File: config.mk
export PLATFORM = sky130hd
export DESIGN_NAME = arith_div
export DESIGN_NICKNAME = d
export VERILOG_FILES = /design/src/rtl/arith_div.sv
export SDC_FILE = /design/constraint.sdc
export NUM_CORES = 1
export LEC_CHECK = 0
export CAP_MARGIN = 20
export CORE_UTILIZATION = 43
export CTS_BUF_LIST = sky130_fd_sc_hd__clkbuf_8
export CTS_CLUSTER_SIZE = 12
export DETAILED_ROUTE_END_ITERATION = 8
export DONT_BUFFER_PORTS = 1
export PLACE_DENSITY_LB_ADDON = 0.3
export SLEW_MARGIN = 20
export SYNTH_ARGS = -nofsm -noshare
export SYNTH_HDL_FRONTEND = slang
export SYNTH_SLANG_ARGS = --single-unit
File: constraint.sdc
create_clock -name clk -period 2.4 [get_ports clk]
set_input_delay 0.12 -clock clk [delete_from_list [all_inputs] [get_ports clk]]
set_output_delay 0.12 -clock clk [all_outputs]
set_load 0.005 [all_outputs]
File: src/rtl/arith_div.sv
// Sequential 8-bit restoring divider; done pulses 10 cycles after an accepted start (1 for divide-by-zero).
// start is ignored while busy (no queueing); `define DIV_SIGNED_EN enables two's-complement operation via SIGNED.
module arith_div (
  input  logic       clk,
  input  logic       rst,
  input  logic       start,
  input  logic       SIGNED,
  input  logic [7:0] A,
  input  logic [7:0] B,
  output logic [7:0] Q,
  output logic [7:0] R,
  output logic       busy,
  output logic       done,
  output logic       DIV0,
  output logic       OV
);

  typedef enum logic [1:0] {IDLE, DIV, FIX, DONE} state_t;

  state_t      state_q;
  logic [2:0]  cnt_q;
  logic [7:0]  quo_q, rem_q, dvs_q;
  logic        qneg_q, rneg_q, ovf_q;
  logic [7:0]  q_q, r_q;
  logic        busy_q, done_q, div0_q, ov_q;

  logic        sgn_d, ovf_d;
  logic [7:0]  a_mag_d, b_mag_d;
  logic [8:0]  sh_d, trial_d;
  logic        ge_d;

`ifdef DIV_SIGNED_EN
  assign sgn_d = SIGNED;
  assign ovf_d = SIGNED && (A == 8'h80) && (B == 8'hFF);
`else
  logic unused_signed;
  assign unused_signed = SIGNED;
  assign sgn_d = 1'b0;
  assign ovf_d = 1'b0;
`endif

  // |-128| = 8'h80 still reads correctly as an unsigned magnitude
  assign a_mag_d = (sgn_d && A[7]) ? (~A + 8'd1) : A;
  assign b_mag_d = (sgn_d && B[7]) ? (~B + 8'd1) : B;

  assign sh_d    = {rem_q, quo_q[7]};
  assign ge_d    = (sh_d >= {1'b0, dvs_q});
  assign trial_d = sh_d - {1'b0, dvs_q};

  always_ff @(posedge clk) begin
    if (rst) begin
      state_q <= IDLE;
      cnt_q   <= 3'd0;
      quo_q   <= 8'd0;
      rem_q   <= 8'd0;
      dvs_q   <= 8'd0;
      qneg_q  <= 1'b0;
      rneg_q  <= 1'b0;
      ovf_q   <= 1'b0;
      q_q     <= 8'd0;
      r_q     <= 8'd0;
      busy_q  <= 1'b0;
      done_q  <= 1'b0;
      div0_q  <= 1'b0;
      ov_q    <= 1'b0;
    end else begin
      done_q <= 1'b0;
      case (state_q)
        IDLE: begin
          // the done cycle is still busy, so a start there is dropped
          if (done_q) begin
            busy_q <= 1'b0;
          end else if (start) begin
            busy_q <= 1'b1;
            if (B == 8'd0) begin
              q_q     <= 8'hFF;
              r_q     <= A;
              div0_q  <= 1'b1;
              ov_q    <= 1'b0;
              state_q <= DONE;
            end else begin
              quo_q   <= a_mag_d;
              rem_q   <= 8'd0;
              dvs_q   <= b_mag_d;
              qneg_q  <= sgn_d && (A[7] ^ B[7]);
              rneg_q  <= sgn_d && A[7];
              ovf_q   <= ovf_d;
              cnt_q   <= 3'd0;
              state_q <= DIV;
            end
          end
        end
        DIV: begin
          quo_q <= {quo_q[6:0], ge_d};
          rem_q <= ge_d ? trial_d[7:0] : sh_d[7:0];
          cnt_q <= cnt_q + 3'd1;
          if (cnt_q == 3'd7) state_q <= FIX;
        end
        FIX: begin
          q_q     <= ovf_q ? 8'h80 : (qneg_q ? (~quo_q + 8'd1) : quo_q);
          r_q     <= ovf_q ? 8'h00 : (rneg_q ? (~rem_q + 8'd1) : rem_q);
          div0_q  <= 1'b0;
          ov_q    <= ovf_q;
          state_q <= DONE;
        end
        DONE: begin
          done_q  <= 1'b1;
          state_q <= IDLE;
        end
        default: state_q <= IDLE;
      endcase
    end
  end

  assign Q    = q_q;
  assign R    = r_q;
  assign busy = busy_q;
  assign done = done_q;
  assign DIV0 = div0_q;
  assign OV   = ov_q;

endmodule

==> summary.txt <==
status: completed
post-synthesis adder-cell area fraction: 0.0764
drt first pass iters: 4
Post-Place Worst Slack: 234 ps
gpl congestion: 0.810
Synth Flop Type: dfxtp_1
worst path arrival time: 2420 ps
critical path's slowest cell: or4b_1
Warnings, synthesis: 0
syn_nets: 322
Top Layer Used: met4
Worst Setup Path Type: reg -> reg
flop2flop setup slack: 180 ps
Worst setup SP type: flop
DRC viols: 0
multiplexer fraction of the synthesized cell area: 0.0832
post_cts resized: 0
final net count: 326
CTS tree: yes
post-synthesis register bit count: 48
area delta synth->final: 10.5%
Routed WL: 5260 µm
Core Util, Final: 0.504
starting density of the core: 0.456
final setup margin: 184 ps
RSZ-0062 raised after global routing: false
largest family of logic cells by synthesized area: compound AO/OA/AOI/OAI gates
DIE WIDTH: 79.1 µm
max-slew violations: 0
io pins: 40
Tmin final: 2220 ps
Vias/cell: 5.34
crit path cell chain: inv_1, ha_1, nor2b_1, o2111ai_1, a311oi_1, or4b_1, a32o_1
die area: 6260 µm²
area fraction in compound gates after synthesis: 0.216
Post-Syn Area per Cell: 8.91 µm²
synth unique cells: 48
cells after synthesis: 287
Congestion Overflow GR: 0
TritonCTS Sinks: 48
Max stage delay on crit path: 520 ps
asr flop ratio synth: 0
first-pass GRT wire length: 8740 µm
number of routed nets with antenna violations: 0
Final Hold Viols: 0
row count: 27
Post-Synth Simple-Gate Area: 0.159
design area: 2820 µm²
Worst Setup End Kind: flop
Leak Pwr: 1.06 nW
met2 WL: 2450 µm
Synth top area share: 0.376
maximum root-to-sink buffer count: 2
Root Driver: clkbuf_8
insertion delay to the later sink of the worst-skew pair: 300 ps
Post-synth EDFFs: 0
count leader, synth: dfxtp_1
wl on met1: 2500 µm
Seq/Total Area, Yosys: 0.376
min-delay worst type: in -> reg
Via Count: 1944
Die H: 79.1 µm
Synth area leader: dfxtp_1
initial DRC count: 62
worst-path fanout max: 3
H-tree levels: 2
Power Dens Cells: 1240 nW/µm²
XOR/XNOR Fraction of Synth Area: 0.0137
vias in the first global route: 1872
layout cells sized above 1: 0.0993
Final Cycle Share: 0.923
final hold slack: 12.2 ps
total core area: 5610 µm²
largest net degree at the start of global routing: 41
final setup TNS: 0 ps
area post-placement: 2600 µm²
clock slew at reported path FFs: 90 ps
HPWL Detailed: 3760 µm
Peak supply drop: 0.535 mV
synth cell count leaders: 48 x dfxtp_1, 40 x nor2_1, 22 x inv_1
gr usage total: 0.179
fmax: 451 MHz
WL/cell: 14.4 µm
initial antenna violation count: 0
final count of negative-setup-slack endpoints: 0
WP data required: 2600 ps
Port Buffer Count: 0
CTS buffer count: 5
Layout Skew: 10.1 ps
largest cells by area after synthesis: dfxtp_1 38%, mux2i_1 7.4%, ha_1 6.9%
Antenna diodes: 0
number of max-cap violations: 0
cell area after synthesis: 2560 µm²
Met3 Routed Length: 272 µm
## per-layer routing
metal / vias up / GRT usage
met5: - / 0
met1: 875 / 0.222
met2: 37 / 0.299
met3: 2 / 0.0471
met4: 0 / 0.0564
li1: 1030 / -
## area by class of cell
type                    instances  area (µm²)
clock inverters                 2        38.8
multi-input cells             198        1400
inverters                      22        82.6
well taps                      72        90.1
flip-flops and latches         48         961
clock buffers                   6        82.6
fillers                       549        2780
repair buffers                 16         165
## power breakdown
group	internal, mW	switching (mW)	total (mW)
clock network	0.341	0.280	0.622
logic	0.762	0.986	1.75
registers	0.990	0.149	1.14
## state kept, by name, summed over array words and instances, names as in the netlist
signal,flops
DIV0,1
cnt_q,3
R,8
done,1
dvs_q,8
state_q,2
Q,8
rem_q,8
quo_q,8
busy,1
## what timing repair did
action                                 CTS  global route
hold buffers                             9             0
buffers inserted                         0             0
endpoints found under the hold margin   40             0
## kinds of logic after synthesis
kind of cell | Yosys count
DFF | 48
adders and majority gates | 15
xor gates and xnor gates | 4
other | 1
and+or+nand+nor | 87
buffers and inverters | 41
muxes | 21
AOI/OAI and AO/OA | 70
## path summary, 6_finish.rpt
check | to | cells past startpoint | from
worst min register to register | dvs_q[4]$_SDFFE_PP0P_ | 2 | dvs_q[4]$_SDFFE_PP0P_
worst max-delay path | rem_q[7]$_SDFFE_PP0P_ | 7 | dvs_q[1]$_SDFFE_PP0P_
worst max register to register | rem_q[7]$_SDFFE_PP0P_ | 7 | dvs_q[1]$_SDFFE_PP0P_
worst min-delay path | rem_q[1]$_SDFFE_PP0P_ | 2 | rst
## worst max-delay path, delay by kind of cell (launching register included)
| family | cells | cell delay [ps] |
|---|---|---|
| DFF | 1 | 400 |
| buffers and inverters | 1 | 60 |
| AOI/OAI and AO/OA | 3 | 730 |
| and+or+nand+nor | 2 | 660 |
| adders and majority gates | 1 | 280 |
## through the flow
stage / std cells / total power [mW]
detailed placement: 347 / 2.88
global route: 364 / 3.80
global placement: 347 / 2.85
finish: 364 / 3.51
floorplan: 287 / 2.56
CTS: 364 / 3.54
## cell usage in the layout, fill, tap and decap left out, types with 4 or more instances in the layout
cell,netlist,routed
nand2_1,20,20
dlygate4sd3_1,0,8
nor2b_1,4,4
inv_1,22,22
dfxtp_1,48,48
clkbuf_8,0,6
a311oi_1,5,5
a211oi_1,19,19
nand3_1,5,5
nand2b_1,5,5
a311oi_2,4,4
nor3_1,5,5
a21oi_1,18,18
mux2i_1,19,19
buf_4,2,6
ha_1,14,14
nor2_1,40,40
o2bb2ai_1,5,5
No activity file was read; power rests on OpenSTA's default activity.
